[src/rtl/decode.sv]
// RV32I decode stage: registers immediates, register addresses and control fields one cycle after each request.
// Build option: define DECODE_ILLEGAL_INSTR_EN to add the illegal_o flag output.
module decode (
  input  logic        clk_i,
  input  logic        rst_i,
  input  logic        req_i,
  input  logic [31:0] instr_rdata_i,
  output logic [31:0] imm_i_type_o,
  output logic [31:0] imm_s_type_o,
  output logic [31:0] imm_b_type_o,
  output logic [31:0] imm_u_type_o,
  output logic [31:0] imm_j_type_o,
  output logic [31:0] imm_o_type_o,
  output logic [31:0] imm_n_type_o,
  output logic        req_rf_ra_o,
  output logic        req_rf_rb_o,
  output logic [4:0]  rf_raddr_a_o,
  output logic [4:0]  rf_raddr_b_o,
  output logic [4:0]  rf_waddr_o,
  output logic        req_data_o,
  output logic        we_data_o,
  output logic        req_pc_alu_o,
  output logic [1:0]  operateur_pc_alu_o,
  output logic        req_alu_o,
  output logic [4:0]  operateur_alu_o,
  output logic [1:0]  type_operand_a_o,
  output logic        type_operand_b_o,
  output logic [2:0]  type_imm_b_o
`ifdef DECODE_ILLEGAL_INSTR_EN
  ,
  output logic        illegal_o
`endif
);

  typedef enum logic [4:0] {
    ALU_ADD = 5'd0, ALU_SUB = 5'd1, ALU_XOR = 5'd2, ALU_OR = 5'd3,
    ALU_AND = 5'd4, ALU_SLL = 5'd5, ALU_SRL = 5'd6, ALU_SRA = 5'd7,
    ALU_SLT = 5'd8, ALU_SLTU = 5'd9, ALU_EQ = 5'd10, ALU_NE = 5'd11,
    ALU_LT = 5'd12, ALU_GE = 5'd13, ALU_LTU = 5'd14, ALU_GEU = 5'd15
  } alu_op_e;

  typedef enum logic [6:0] {
    OPC_LUI = 7'b0110111, OPC_AUIPC = 7'b0010111, OPC_JAL = 7'b1101111,
    OPC_JALR = 7'b1100111, OPC_BRANCH = 7'b1100011, OPC_LOAD = 7'b0000011,
    OPC_STORE = 7'b0100011, OPC_OPIMM = 7'b0010011, OPC_OP = 7'b0110011
  } opcode_e;

  typedef struct packed {
    logic [31:0] immI, immS, immB, immU, immJ, immO, immN;
    logic        reqRa, reqRb;
    logic [4:0]  raddrA, raddrB, waddr;
    logic        reqData, weData, reqPc;
    logic [1:0]  pcOp;
    logic        reqAlu;
    logic [4:0]  aluOp;
    logic [1:0]  opA;
    logic        opB;
    logic [2:0]  immSel;
`ifdef DECODE_ILLEGAL_INSTR_EN
    logic        illegal;
`endif
  } dec_t;

  dec_t       out_q, out_d;
  logic       bad;
  logic [2:0] f3;
  logic [4:0] rd;

  // alt picks SUB over ADD and SRA over SRL
  function automatic logic [4:0] aluFromF3(input logic [2:0] fn, input logic alt);
    case (fn)
      3'd0:    aluFromF3 = alt ? ALU_SUB : ALU_ADD;
      3'd1:    aluFromF3 = ALU_SLL;
      3'd2:    aluFromF3 = ALU_SLT;
      3'd3:    aluFromF3 = ALU_SLTU;
      3'd4:    aluFromF3 = ALU_XOR;
      3'd5:    aluFromF3 = alt ? ALU_SRA : ALU_SRL;
      3'd6:    aluFromF3 = ALU_OR;
      default: aluFromF3 = ALU_AND;
    endcase
  endfunction

  assign f3 = instr_rdata_i[14:12];
  assign rd = instr_rdata_i[11:7];

  // Without a request, request strobes drop and everything else holds.
  always_comb begin
    out_d         = out_q;
    out_d.reqRa   = 1'b0;
    out_d.reqRb   = 1'b0;
    out_d.reqData = 1'b0;
    out_d.reqPc   = 1'b0;
    out_d.reqAlu  = 1'b0;
    bad           = 1'b0;
    if (req_i) begin
      out_d        = '0;
      out_d.immI   = {{20{instr_rdata_i[31]}}, instr_rdata_i[31:20]};
      out_d.immS   = {{20{instr_rdata_i[31]}}, instr_rdata_i[31:25], instr_rdata_i[11:7]};
      out_d.immB   = {{19{instr_rdata_i[31]}}, instr_rdata_i[31], instr_rdata_i[7],
                      instr_rdata_i[30:25], instr_rdata_i[11:8], 1'b0};
      out_d.immU   = {instr_rdata_i[31:12], 12'b0};
      out_d.immJ   = {{11{instr_rdata_i[31]}}, instr_rdata_i[31], instr_rdata_i[19:12],
                      instr_rdata_i[20], instr_rdata_i[30:21], 1'b0};
      out_d.immO   = {27'b0, instr_rdata_i[24:20]};
      out_d.immN   = 32'd4;
      out_d.raddrA = instr_rdata_i[19:15];
      out_d.raddrB = instr_rdata_i[24:20];
      case (instr_rdata_i[6:0])
        OPC_LUI: begin
          out_d.opA = 2'd2; out_d.opB = 1'b1; out_d.immSel = 3'd3; out_d.waddr = rd;
        end
        OPC_AUIPC: begin
          out_d.opA = 2'd1; out_d.opB = 1'b1; out_d.immSel = 3'd3; out_d.waddr = rd;
        end
        OPC_JAL: begin
          out_d.opA = 2'd1; out_d.opB = 1'b1; out_d.immSel = 3'd6; out_d.waddr = rd;
          out_d.reqPc = 1'b1; out_d.pcOp = 2'd1;
        end
        OPC_JALR: begin
          out_d.opA = 2'd1; out_d.opB = 1'b1; out_d.immSel = 3'd6; out_d.waddr = rd;
          out_d.reqPc = 1'b1; out_d.pcOp = 2'd2; out_d.reqRa = 1'b1;
          bad = (f3 != 3'd0);
        end
        OPC_BRANCH: begin
          out_d.reqRa = 1'b1; out_d.reqRb = 1'b1; out_d.reqPc = 1'b1;
          out_d.pcOp = 2'd3; out_d.immSel = 3'd2;
          case (f3)
            3'd0:    out_d.aluOp = ALU_EQ;
            3'd1:    out_d.aluOp = ALU_NE;
            3'd4:    out_d.aluOp = ALU_LT;
            3'd5:    out_d.aluOp = ALU_GE;
            3'd6:    out_d.aluOp = ALU_LTU;
            3'd7:    out_d.aluOp = ALU_GEU;
            default: bad = 1'b1;
          endcase
        end
        OPC_LOAD: begin
          out_d.reqRa = 1'b1; out_d.opB = 1'b1; out_d.reqData = 1'b1; out_d.waddr = rd;
          bad = (f3 == 3'd3) || (f3 >= 3'd6);
        end
        OPC_STORE: begin
          out_d.reqRa = 1'b1; out_d.reqRb = 1'b1; out_d.opB = 1'b1; out_d.immSel = 3'd1;
          out_d.reqData = 1'b1; out_d.weData = 1'b1;
          bad = (f3 > 3'd2);
        end
        OPC_OPIMM: begin
          out_d.reqRa = 1'b1; out_d.opB = 1'b1; out_d.waddr = rd;
          out_d.aluOp = aluFromF3(f3, instr_rdata_i[30] && (f3 == 3'd5));
          out_d.immSel = ((f3 == 3'd1) || (f3 == 3'd5)) ? 3'd5 : 3'd0;
        end
        OPC_OP: begin
          out_d.reqRa = 1'b1; out_d.reqRb = 1'b1; out_d.waddr = rd;
          out_d.aluOp = aluFromF3(f3, instr_rdata_i[30] && ((f3 == 3'd0) || (f3 == 3'd5)));
        end
        default: bad = 1'b1;
      endcase
      out_d.reqAlu = !bad;
      // Unsupported encodings keep their immediates/addresses but drive no control.
      if (bad) begin
        out_d.reqRa = 1'b0; out_d.reqRb = 1'b0; out_d.reqData = 1'b0; out_d.weData = 1'b0;
        out_d.reqPc = 1'b0; out_d.pcOp = 2'd0; out_d.aluOp = 5'd0; out_d.waddr = 5'd0;
        out_d.opA = 2'd0; out_d.opB = 1'b0; out_d.immSel = 3'd0;
      end
`ifdef DECODE_ILLEGAL_INSTR_EN
      out_d.illegal = bad;
`endif
    end
  end

  always_ff @(posedge clk_i) begin
    if (rst_i) out_q <= '0;
    else       out_q <= out_d;
  end

  assign imm_i_type_o       = out_q.immI;
  assign imm_s_type_o       = out_q.immS;
  assign imm_b_type_o       = out_q.immB;
  assign imm_u_type_o       = out_q.immU;
  assign imm_j_type_o       = out_q.immJ;
  assign imm_o_type_o       = out_q.immO;
  assign imm_n_type_o       = out_q.immN;
  assign req_rf_ra_o        = out_q.reqRa;
  assign req_rf_rb_o        = out_q.reqRb;
  assign rf_raddr_a_o       = out_q.raddrA;
  assign rf_raddr_b_o       = out_q.raddrB;
  assign rf_waddr_o         = out_q.waddr;
  assign req_data_o         = out_q.reqData;
  assign we_data_o          = out_q.weData;
  assign req_pc_alu_o       = out_q.reqPc;
  assign operateur_pc_alu_o = out_q.pcOp;
  assign req_alu_o          = out_q.reqAlu;
  assign operateur_alu_o    = out_q.aluOp;
  assign type_operand_a_o   = out_q.opA;
  assign type_operand_b_o   = out_q.opB;
  assign type_imm_b_o       = out_q.immSel;
`ifdef DECODE_ILLEGAL_INSTR_EN
  assign illegal_o          = out_q.illegal;
`endif

endmodule

[config.mk]
export PLATFORM = sky130hd
export DESIGN_NAME = decode
export DESIGN_NICKNAME = d
export VERILOG_FILES = /design/src/rtl/decode.sv
export SDC_FILE = /design/constraint.sdc
export NUM_CORES = 1
export LEC_CHECK = 0
export BUFFER_PORTS_ARGS = -buffer_cell sky130_fd_sc_hd__buf_2
export CAP_MARGIN = 40
export CORE_MARGIN = 8
export CORE_UTILIZATION = 30
export DETAILED_ROUTE_END_ITERATION = 6
export SYNTH_ARGS = -nofsm -noshare
export SYNTH_HDL_FRONTEND = slang
export SYNTH_SLANG_ARGS = --single-unit
[constraint.sdc]
create_clock -name clk_i -period 3.57 [get_ports clk_i]
set_clock_uncertainty 0.1 [all_clocks]
set_input_delay 0.1785 -clock clk_i [delete_from_list [all_inputs] [get_ports clk_i]]
set_output_delay 0.1785 -clock clk_i [all_outputs]
set_load 0.01 [all_outputs]
==> summary.md <==
| Metric | Value |
|---|---|
| Power Density | between 300 and 400 nW/um^2 |
| Total Power | roughly 1.4 mW |
| GR Util met3 | roughly 4.5% |
| Maximum fanout along the worst path | 76 |
| Die width | approximately 130 um |
| Vias in the first global route | roughly 2600 |
| Ys Warns | 0 |
| Final period util | 42.30% |
| Fin crit period | around 1500 ps |
| Maximum number of pins on one net before global-route repair | 77 |
| CP delay by family, top | buffers and inverters |
| Buf/Inv on CP | 2 |
| R2R Path Start | imm_i_type_o[11]$_SDFFE_PP0P_ |
| Total gr overflow | 0 |
| CTS Root Cell | clkbuf_16 |
| GP Congestion | between 0.8 and 0.9 |
| Status | complete, no violations |
| Yosys top cell by area | buf_4 |
| PostCTS Resize Cnt | 0 |
| Synth top area cells | buf_4 (43%), dfxtp_1 (26%), mux2i_1 (5.7%) |
| Worst VDD drop | approximately 190 uV |
| Via count | approximately 2600 |
| CTS Hold Bufs | 0 |
| Routed Antenna Nets | 0 |
| Number of enable flip-flop cells after synthesis | 0 |
| Crit-path slowest cell | buf_4 |
| Worst-path clk slew | 70 ps |
| Via/cell ratio | 3.831 |
| Worst Tran Pin Value | about 820 ps |
| Worst path cell trace | buf_4 > buf_2 |
| Type of destination of the critical path | primary output |
| Die Y | 127.2 um |
| M2 GR Usage | between 20% and 30% |
| F_max | between 0.6 and 0.7 GHz |
| Hold path cells | 3 |
| Proportion of layout cells with a drive suffix above 1 | a little under half |
| # fillers | between 1000 and 1500 |
| Syn Area/Cell | around 8.3 um^2 |
| Seq/Total Area, Yosys | 26.43% |
| Max Cap Viol | 0 |
| RSZ-0062 raised after global routing | false |
| FF-to-FF setup slack | roughly 2500 ps |
| Clock buffer depth | 2 |
| Clk sinks | 49 |
| Initial antenna violation count | 0 |
| Grt peak-use layer | met2 |
| CTS buffer count | 5 |
| Post-route worst setup slack | approximately 2000 ps |
| Most frequent cells in the layout | buf_2 (219), conb_1 (73), dfxtp_1 (49), nor2_1 (30), mux2i_1 (21) |
| Most common library cell in the layout ignoring fill and taps | buf_2 |
| DRC | 0 |
| Post-synth top area share | between 40% and 50% |
| CTS tree | yes |
| Hold Path Origin | instr_rdata_i[19] |
| Initial drt markers | 84 |
| Yosys cell types | 44 |
| Boundary Pins | ~290 |
| Hold Slack | 19.80 ps |
| Cells after Synth | roughly 450 |
| All-layer global routing usage | between 10% and 20% |
| Initial Utilization | 30.77% |
| Worst-skew pair later-pin latency | about 290 ps |
| Top_reg_cell synth | dfxtp_1 |
| Post-synthesis cell area | 3711 um^2 |
| Setup TNS after final layout | 0 ps |
| First-pass GRT wire length | about 15 mm |
| Relative slew slack | between 40% and 50% |
| Synth-to-Final Area Change | 2.394% |
| Rows | 40 |
| IO Port Bufs | between 200 and 250 |
| R2R cell count | 3 |
| Fin. Hold Viols | 0 |
| Ant. Diodes | 0 |
| Max Slew Vio Count | 0 |
| Routed WL per cell | between 10 and 15 um |
| Post-synthesis register bit count | 49 |
| H-tree depth | 2 |
| Worst R2R End | imm_i_type_o[11]$_SDFFE_PP0P_ |
| Final net count | between 500 and 600 |
| Met1 GRT Util | between 10 and 15% |
| Setup violators final | 0 |
| DP HPWL | between 8 and 9 mm |
| P_leak | roughly 2.2 nW |
| Drt pass-1 iters | 4 |
| Total Die Area | between 15000 and 20000 um^2 |
| Hold WC Path Type | input pin to flop |
| Core area | 12060 um^2 |
| CP required | ~3300 ps |
| Hold Path Sink | imm_j_type_o[19]$_SDFFE_PP0P_ |
| Worst Path Arrival | between 1000 and 1500 ps |
| Final WL | approximately 9.8 mm |
| Pre-CTS setup slack | between 1500 and 2000 ps |
| CP peak stage delay | roughly 390 ps |
| Async SR Flop Fraction | 0% |
| Kind of critical path | flop to primary output |
| Post-CTS Setup Bufs | 0 |
| Critical path launch point type | flop |
## area by class of cell
type | count | area [um^2] | area share [%]
Clock buffer | 5 | 125.1 | 3.293
Clock inverter | 3 | 26.28 | 0.6915
Inverter | 14 | 52.55 | 1.383
Multi-Input combinational cell | 227 | 1286 | 33.85
Sequential cell | 49 | 980.9 | 25.81
Tap cell | 168 | 210.2 | 5.532
Timing Repair Buffer | 222 | 1119 | 29.44
## per-stage QoR
step           cell area, um^2  util [%]  cells
2_1_floorplan             3981         -    518
3_3_place_gp              3649     30.25    680
3_5_place_dp              3649     30.25    680
4_1_cts                   3800     31.50    688
5_1_grt                   3800     31.50    688
6_report                  3800     31.50    688
## Yosys cell counts, drive strengths merged (2+ instances only)
library cell and count:
nor4b 2, nor2 30, o31ai 2, a31o 3, and3 2, nor3b 5, or3b 3, o211ai 2
dfxtp 49, nand3 4, buf 218, clkbuf 10, inv 14, mux2i 21, o21ai 10, a21oi 11
nand2 18, nand4 3, and2 3, o32ai 10, nand2b 11
## cells by family (layout without fill, tap and decap cells)
| kind of cell | count (synthesis) | after routing | share of synthesized area, % |
|---|---|---|---|
| muxes | 21 | 21 | 5.664 |
| DFF | 49 | 49 | 26.43 |
| and+or+nand+nor | 85 | 85 | 12.04 |
| xor gates and xnor gates | 1 | 1 | 0.2361 |
| buffers and inverters | 242 | 244 | 46.19 |
| AOI/OAI and AO/OA | 47 | 47 | 9.339 |
| other | 1 | 73 | 0.1010 |
## how the worst max path moves through the flow
stage,from,endpoint,slack [ps],cells past startpoint
2_1_floorplan,imm_i_type_o[11]$_SDFFE_PP0P_,imm_b_type_o[13],1440,1
3_3_place_gp,instr_rdata_i[4],rf_waddr_o[4]$_SDFFE_PP0P_,1830,6
3_5_place_dp,rst_i,rf_waddr_o[3]$_SDFFE_PP0P_,1760,4
4_1_cts,imm_i_type_o[11]$_SDFFE_PP0P_,imm_j_type_o[24],2030,2
5_1_grt,imm_i_type_o[11]$_SDFFE_PP0P_,imm_j_type_o[25],1910,2
6_report,imm_i_type_o[11]$_SDFFE_PP0P_,imm_b_type_o[22],2060,2
## power by group
group          internal [mW]  switching, mW  leakage [nW]
logic                  0.114          0.208          1.73
registers              0.564         0.0186         0.400
clock network          0.268          0.224        0.0752
## tightest hold or removal path: cells and delay by family
family | cells | cell delay (ps)
simple gates | 1 | 70
buf+inv | 1 | 70
mux | 1 | 50
## per-layer routing
| metal | part of all wire (%) | up-vias |
|---|---|---|
| li1 | - | 1312 |
| met1 | 36 | 1181 |
| met2 | 52 | 137 |
| met3 | 11 | 6 |
| met4 | 0.59 | 0 |
| met5 | 0 | - |
## state kept, by name, summed over array words and instances (netlist names), 2 cells and up
signal,count
imm_s_type_o,5
operateur_pc_alu_o,2
type_operand_a_o,2
imm_i_type_o,12
operateur_alu_o,4
type_imm_b_o,3
rf_waddr_o,5
imm_j_type_o,4
rf_raddr_a_o,4
Note: power is estimated with default switching activity, not from simulation.
